$ cat config.mk
export PLATFORM = sky130hd
export DESIGN_NAME = ssb_mixer
export DESIGN_NICKNAME = d
export VERILOG_FILES = /design/src/rtl/dsp_pkg.sv /design/src/rtl/nco_lut.sv /design/src/rtl/ssb_mixer.sv
export SDC_FILE = /design/constraint.sdc
export NUM_CORES = 2
export LEC_CHECK = 0
export ABC_CLOCK_PERIOD_IN_PS = 8550
export BUFFER_PORTS_ARGS = -buffer_cell sky130_fd_sc_hd__buf_4
export CAP_MARGIN = 20
export CORE_ASPECT_RATIO = 2
export CORE_MARGIN = 10
export CORE_UTILIZATION = 40
export DETAILED_ROUTE_END_ITERATION = 8
export PLACE_DENSITY_LB_ADDON = 0.25
export SYNTH_ARGS = -nofsm -noshare
export SYNTH_HDL_FRONTEND = slang
export SYNTH_SLANG_ARGS = --single-unit
$ cat constraint.sdc
create_clock -name clk -period 8.55 [get_ports clk]
set_clock_uncertainty 0.2 [all_clocks]
set_input_delay 0.4275 -clock clk [delete_from_list [all_inputs] [get_ports clk]]
set_output_delay 0.4275 -clock clk [all_outputs]
set_load 0.01 [all_outputs]
$ cat src/rtl/dsp_pkg.sv
// Shared DSP constants and helpers: sample/coefficient formats, output
// saturation and the quarter-wave sine table generator used by nco_lut.
package dsp_pkg;

  localparam int SAMPLE_W  = 16;
  localparam int COEF_FRAC = 15;
  localparam int ACC_W     = 34;
  localparam int QTR_AW    = 8;
  localparam int QTR_N     = 256;
  localparam int FIX_Q     = 60;
  localparam int FIX_W     = 128;

  localparam logic signed [SAMPLE_W-1:0] PEAK     = 16'sd32767;
  localparam logic signed [SAMPLE_W-1:0] NEG_PEAK = -16'sd32768;
  localparam logic signed [ACC_W-1:0]    RND_HALF = 34'sd16384;
  localparam logic signed [FIX_W-1:0]    FIX_ONE  = 128'sd1 <<< FIX_Q;

  typedef logic [QTR_N-1:0][SAMPLE_W-1:0] qtab_t;

  function automatic logic signed [SAMPLE_W-1:0] saturate(input logic signed [ACC_W-1:0] v);
    if (v > 34'sd32767) begin
      return PEAK;
    end else if (v < -34'sd32768) begin
      return NEG_PEAK;
    end else begin
      return SAMPLE_W'(v);
    end
  endfunction

  // atan(1/n) in Q60, series sum; used only for elaboration-time pi
  function automatic logic signed [FIX_W-1:0] atan_inv(input logic signed [FIX_W-1:0] n);
    logic signed [FIX_W-1:0] pw;
    logic signed [FIX_W-1:0] sum;
    logic signed [FIX_W-1:0] odd;
    pw  = FIX_ONE / n;
    sum = 128'sd0;
    odd = 128'sd1;
    for (int k = 0; k < 40; k++) begin
      if (k[0] == 1'b0) begin
        sum = sum + pw / odd;
      end else begin
        sum = sum - pw / odd;
      end
      pw  = pw / (n * n);
      odd = odd + 128'sd2;
    end
    return sum;
  endfunction

  // round(32767*sin(2*pi*k/1024)) for k = 0..255, exact integer Taylor series
  function automatic qtab_t gen_sine_qtab();
    qtab_t tab;
    logic signed [FIX_W-1:0] pi_q;
    logic signed [FIX_W-1:0] x;
    logic signed [FIX_W-1:0] x2;
    logic signed [FIX_W-1:0] term;
    logic signed [FIX_W-1:0] s;
    logic signed [FIX_W-1:0] n2;
    logic signed [FIX_W-1:0] scaled;
    tab  = '0;
    pi_q = 128'sd16 * atan_inv(128'sd5) - 128'sd4 * atan_inv(128'sd239);
    for (int i = 0; i < QTR_N; i++) begin
      x    = (pi_q * 128'(i)) / 128'sd512;
      x2   = (x * x) >>> FIX_Q;
      term = x;
      s    = x;
      n2   = 128'sd1;
      for (int j = 0; j < 14; j++) begin
        term = (-((term * x2) >>> FIX_Q)) / ((n2 + 128'sd1) * (n2 + 128'sd2));
        s    = s + term;
        n2   = n2 + 128'sd2;
      end
      scaled = (s * 128'sd32767 + (FIX_ONE >>> 1)) >>> FIX_Q;
      tab[i[QTR_AW-1:0]] = SAMPLE_W'(scaled);
    end
    return tab;
  endfunction

endpackage

$ cat src/rtl/nco_lut.sv
// Quarter-wave sine/cosine ROM with symmetry folding; registered sin and cos
// for a full-cycle address, one cycle of latency.
module nco_lut
  import dsp_pkg::*;
#(
  parameter int LUT_AW = 10
) (
  input  logic                       clk,
  input  logic                       rst,
  input  logic [LUT_AW-1:0]          addr,
  output logic signed [SAMPLE_W-1:0] sin_val,
  output logic signed [SAMPLE_W-1:0] cos_val
);

  localparam qtab_t QTAB = gen_sine_qtab();
  localparam logic [LUT_AW-1:0] QUARTER = {2'b01, {(LUT_AW-2){1'b0}}};

  logic [LUT_AW-1:0] cos_addr_s;

  // Odd quadrants read mirrored; index 0 of a mirrored quadrant is the peak, not in the table
  function automatic logic signed [SAMPLE_W-1:0] fold(input logic [LUT_AW-1:0] a);
    logic [QTR_AW-1:0]          idx;
    logic signed [SAMPLE_W-1:0] mag;
    idx = a[LUT_AW-3 -: QTR_AW];
    if (!a[LUT_AW-2]) begin
      mag = QTAB[idx];
    end else if (idx == {QTR_AW{1'b0}}) begin
      mag = PEAK;
    end else begin
      mag = QTAB[{QTR_AW{1'b0}} - idx];
    end
    if (a[LUT_AW-1]) begin
      return -mag;
    end else begin
      return mag;
    end
  endfunction

  assign cos_addr_s = addr + QUARTER;

  // Registered table outputs
  always_ff @(posedge clk or posedge rst) begin
    if (rst) begin
      sin_val <= 16'sd0;
      cos_val <= 16'sd0;
    end else begin
      sin_val <= fold(addr);
      cos_val <= fold(cos_addr_s);
    end
  end

endmodule

$ cat src/rtl/ssb_mixer.sv
// Single-sideband mixer: NCO-driven complex rotation of a Hilbert pair,
// four-stage pipeline with a valid bit per stage.
module ssb_mixer
  import dsp_pkg::*;
#(
  parameter int PHASE_W = 24,
  parameter int LUT_AW  = 10
) (
  input  logic                       clk,
  input  logic                       rst,
  input  logic                       cke,
  input  logic signed [SAMPLE_W-1:0] din_re,
  input  logic signed [SAMPLE_W-1:0] din_im,
  input  logic [PHASE_W-1:0]         fcw,
  input  logic                       sel_lsb,
  input  logic                       phase_clr,
  output logic signed [SAMPLE_W-1:0] dout,
  output logic                       cke_out
);

  localparam int PROD_W = 2 * SAMPLE_W;

  logic [PHASE_W-1:0]         phase_acc_r;
  logic                       s1_valid_r;
  logic signed [SAMPLE_W-1:0] s1_re_r;
  logic signed [SAMPLE_W-1:0] s1_im_r;
  logic                       s1_lsb_r;
  logic [LUT_AW-1:0]          s1_addr_r;

  logic                       s2_valid_r;
  logic signed [SAMPLE_W-1:0] s2_re_r;
  logic signed [SAMPLE_W-1:0] s2_im_r;
  logic                       s2_lsb_r;
  logic signed [SAMPLE_W-1:0] lut_sin_s;
  logic signed [SAMPLE_W-1:0] lut_cos_s;

  logic                       s3_valid_r;
  logic                       s3_lsb_r;
  logic signed [PROD_W-1:0]   s3_prod_c_r;
  logic signed [PROD_W-1:0]   s3_prod_s_r;

  logic signed [ACC_W-1:0]    sum_s;
  logic signed [ACC_W-1:0]    rnd_s;

  // S1: sample capture; a sample sees the phase from before its own increment
  always_ff @(posedge clk or posedge rst) begin
    if (rst) begin
      phase_acc_r <= {PHASE_W{1'b0}};
      s1_valid_r  <= 1'b0;
      s1_re_r     <= 16'sd0;
      s1_im_r     <= 16'sd0;
      s1_lsb_r    <= 1'b0;
      s1_addr_r   <= {LUT_AW{1'b0}};
    end else begin
      s1_valid_r <= cke;
      if (cke) begin
        s1_re_r   <= din_re;
        s1_im_r   <= din_im;
        s1_lsb_r  <= sel_lsb;
        s1_addr_r <= phase_clr ? {LUT_AW{1'b0}} : phase_acc_r[PHASE_W-1 -: LUT_AW];
      end
      if (phase_clr) begin
        phase_acc_r <= cke ? fcw : {PHASE_W{1'b0}};
      end else if (cke) begin
        phase_acc_r <= phase_acc_r + fcw;
      end
    end
  end

  nco_lut #(
    .LUT_AW (LUT_AW)
  ) u_lut (
    .clk     (clk),
    .rst     (rst),
    .addr    (s1_addr_r),
    .sin_val (lut_sin_s),
    .cos_val (lut_cos_s)
  );

  // S2: align the sample with the table read
  always_ff @(posedge clk or posedge rst) begin
    if (rst) begin
      s2_valid_r <= 1'b0;
      s2_re_r    <= 16'sd0;
      s2_im_r    <= 16'sd0;
      s2_lsb_r   <= 1'b0;
    end else begin
      s2_valid_r <= s1_valid_r;
      s2_re_r    <= s1_re_r;
      s2_im_r    <= s1_im_r;
      s2_lsb_r   <= s1_lsb_r;
    end
  end

  // S3: products
  always_ff @(posedge clk or posedge rst) begin
    if (rst) begin
      s3_valid_r  <= 1'b0;
      s3_lsb_r    <= 1'b0;
      s3_prod_c_r <= 32'sd0;
      s3_prod_s_r <= 32'sd0;
    end else begin
      s3_valid_r  <= s2_valid_r;
      s3_lsb_r    <= s2_lsb_r;
      s3_prod_c_r <= s2_re_r * lut_cos_s;
      s3_prod_s_r <= s2_im_r * lut_sin_s;
    end
  end

  // Sideband sum and round-half-up to Q0
  always_comb begin
    sum_s = {ACC_W{1'b0}};
    if (s3_lsb_r) begin
      sum_s = {{(ACC_W-PROD_W){s3_prod_c_r[PROD_W-1]}}, s3_prod_c_r}
            + {{(ACC_W-PROD_W){s3_prod_s_r[PROD_W-1]}}, s3_prod_s_r};
    end else begin
      sum_s = {{(ACC_W-PROD_W){s3_prod_c_r[PROD_W-1]}}, s3_prod_c_r}
            - {{(ACC_W-PROD_W){s3_prod_s_r[PROD_W-1]}}, s3_prod_s_r};
    end
    rnd_s = (sum_s + RND_HALF) >>> COEF_FRAC;
  end

  // S4: output register holds between strobes
  always_ff @(posedge clk or posedge rst) begin
    if (rst) begin
      dout    <= 16'sd0;
      cke_out <= 1'b0;
    end else begin
      cke_out <= s3_valid_r;
      if (s3_valid_r) begin
        dout <= saturate(rnd_s);
      end
    end
  end

endmodule

==> flow_summary.toml <==
[run_status]
status = "completed"

[global_routing]
grt_pass1_wl_um = 233000
grtUsageTotal_pct = 27.3
grt_max_degree = 84
grt_pass1_vias = 36900
grt.overflow.total = 0
antenna_found_initial = 5

[timing]
setup_tns_ns = 0
fmax_mhz = 143
rsz0062_at_grt = "false"
maxSlewViolCount = 0
finalSetupViolCount = 0
worstMarginPinSlew_ns = 1.23
layout_min_cycle_time_ns = 6.98
finalHoldViolCount = 0
whs_ns = 0.138
slew_headroom_pct = 17.1
post-route-period-util_pct = 81.6

[floorplan]
die-area_mm2 = 0.113
start_util_pct = 40.3
dieHeight_um = 465
rows = 163
die_w_um = 243
core_area_mm2 = 0.0985
io_pins = 78

[cts]
clock_path_buffers = 3
cts_setup_buffers = 0
numCtsBuffers = 26
hold_buffers = 58
clk_latency_ns = 0.60
cts_resized = 0
cts_sinks = 217
path_clk_slew_ns = 0.07
root_buffer = "clkbuf_16"
cts_tree = "yes"
h-tree-depth = 1

[setup_path]
path_buf_inv = 6
cp_slowest_stage_delay_ns = 0.70
cp_data_arrival_time_ns = 7.24
crit_slowest_cell = "dfrtp_1"
critical_path_class = "register to register"
worst_setup_path_start_kind = "register"
crit_path_end_kind = "register"
critical_path.top_delay_family = "adder cells"
required_ns = 8.81
critPathMaxFanout = 16

[routing]
drtPass1Iterations = 6
drt_iter0_drc = 3053
drcViolationCount = 0
avgRoutedWirePerCell_um = 26.2
vias = 35000
ant_nets = 0
post_drt_via_cell_ratio = 5.90
drt_wl_total_um = 155000

[synth]
syn_area_mm2 = 0.0397
syn_avg_cell_area_um2 = 8.56
ys.warnings.count = 0
synth_nets = 5489
ys_ff_latch = 217
yosysUniqueCellTypes = 115
synthCells = 4632
synth-edff-count = 0
ys_seq_area_share_pct = 13.7
synthArstFlopShare_pct = 100
synth_flop_cell = "dfrtp_1"

[cells_and_area]
seqCellArea_mm2 = 0.00544
drive_above_1_share_pct = 8.07
area_growth_syn_to_layout_pct = 7.92
multi_input_area_mm2 = 0.0306
fin_nets = 5445
diodes = 0
fillerInstances = 9847
stdcell_count = 5928

[job]
drv_cap = 0

[place]
gp_congestion = 1.02
post-place-cells = 5821
io_buffers = 77
dp_hpwl_um = 118000

[worst_hold_path]
hold_class = "primary input to register"
==> logic make-up (layout without fill, tap and decap cells) <==
logic type | count (synthesis) | after routing | synth area share [%]
AND/OR/NAND/NOR | 1347 | 1347 | 16.7
AO/OA/AOI/OAI | 1077 | 1077 | 18.1
buffers and inverters | 917 | 893 | 9.23
adder cells (fa/ha/maj) | 796 | 796 | 35.1
flip-flops | 217 | 217 | 13.7
XOR/XNOR | 192 | 192 | 4.28
multiplexers | 86 | 86 | 2.90
==> routing by layer <==
layer	routed length, um	up-vias	GRT usage [%]
met5	31	-	0
met4	15400	6	22.5
met3	8130	608	3.42
met2	79500	1550	49.2
met1	52300	17400	27.8
li1	-	15400	-
==> final timing paths <==
check	startpoint	depth (start not counted)	endpoint	slack, ns
max in group asynchronous	rst	5	cke_out	5.70
worst max-delay path	s2_im_r[10]	25	s3_prod_s_r[26]	1.57
worst max register to register	s2_im_r[10]	25	s3_prod_s_r[26]	1.57
min in group asynchronous	rst	3	s1_im_r[6]	0.29
worst min-delay path	phase_clr	2	s1_addr_r[7]	0.14
worst min register to register	s2_valid_r	0	s3_valid_r	0.15
==> Yosys cell counts, types with 24 or more instances <==
| master | instances | area [um^2] |
|---|---|---|
| o21a_1 | 24 | 180 |
| o211ai_1 | 48 | 360 |
| a31oi_1 | 46 | 288 |
| inv_1 | 621 | 2330 |
| mux2_2 | 43 | 484 |
| buf_1 | 26 | 97.6 |
| a21oi_1 | 265 | 1330 |
| clkbuf_1 | 155 | 582 |
| dfrtp_1 | 217 | 5430 |
| nor2_1 | 231 | 867 |
| a211oi_1 | 51 | 383 |
| o311ai_0 | 24 | 210 |
| buf_2 | 85 | 425 |
| nand2b_1 | 75 | 469 |
| nor2b_1 | 39 | 244 |
| nor3_1 | 81 | 405 |
| o31ai_1 | 27 | 203 |
| a21o_1 | 50 | 375 |
| nand2_1 | 502 | 1880 |
| fa_1 | 528 | 10600 |
| ha_1 | 268 | 3350 |
| a311oi_1 | 26 | 228 |
| mux2i_1 | 24 | 240 |
| o21ai_0 | 232 | 1160 |
| o22ai_1 | 41 | 257 |
| xor2_1 | 74 | 648 |
| nand3_1 | 59 | 295 |
| xnor2_1 | 116 | 1020 |
| and2_1 | 222 | 1390 |
==> state kept, by name (all words and copies together) (netlist names) <==
signal,count
cke_out,1
dout,16
phase_acc_r,24
s1_addr_r,10
s1_im_r,16
s1_lsb_r,1
s1_re_r,16
s1_valid_r,1
s2_im_r,16
s2_lsb_r,1
s2_re_r,16
s2_valid_r,1
s3_lsb_r,1
s3_prod_c_r,32
s3_prod_s_r,32
s3_valid_r,1
u_lut.cos_val,16
u_lut.sin_val,16
==> layout make-up <==
cell class	instances	area share [%]
clock inverter	20	0.587
inverter	628	5.53
tap	1320	3.86
multi-input combinational	3498	71.6
timing repair buffer	217	4.14
sequential	217	12.7
clock buffer	28	1.58
==> stage by stage <==
stage,setup WS (ns),util [%],cell area (um^2)
after floorplan,1.99,-,39700
after global placement,1.52,41.9,41300
after detailed placement,1.57,41.9,41300
after CTS,1.52,43.4,42800
after global routing,1.25,43.5,42800
final,1.57,43.5,42800
==> placed cells by master (no fill, tap or decap), drive strengths merged, types with 42 or more instances in the layout <==
| cell type | Yosys | final |
|---|---|---|
| a211oi | 55 | 55 |
| a21o | 50 | 50 |
| a21oi | 276 | 276 |
| a31oi | 46 | 46 |
| and2 | 223 | 223 |
| buf | 132 | 159 |
| dfrtp | 217 | 217 |
| dlygate4sd3 | 0 | 58 |
| fa | 528 | 528 |
| ha | 268 | 268 |
| inv | 625 | 629 |
| mux2 | 43 | 43 |
| nand2 | 513 | 513 |
| nand2b | 75 | 75 |
| nand3 | 60 | 60 |
| nor2 | 233 | 233 |
| nor3 | 82 | 82 |
| o211ai | 48 | 48 |
| o21ai | 242 | 242 |
| o22ai | 42 | 42 |
| xnor2 | 118 | 118 |
| xor2 | 74 | 74 |
==> worst register-to-register path, delay by kind of cell (launching register included) <==
| family | cells | cell delay [ns] |
|---|---|---|
| buf+inv | 6 | 0.34 |
| fa+ha+maj | 7 | 3.41 |
| flops | 1 | 0.70 |
| compound gates | 7 | 1.26 |
| xor+xnor | 1 | 0.13 |
| simple gates | 4 | 0.83 |
Power is left out: the tool's default activity adds up to more than one toggle a clock period on the data nets, which glitch-free logic cannot reach.
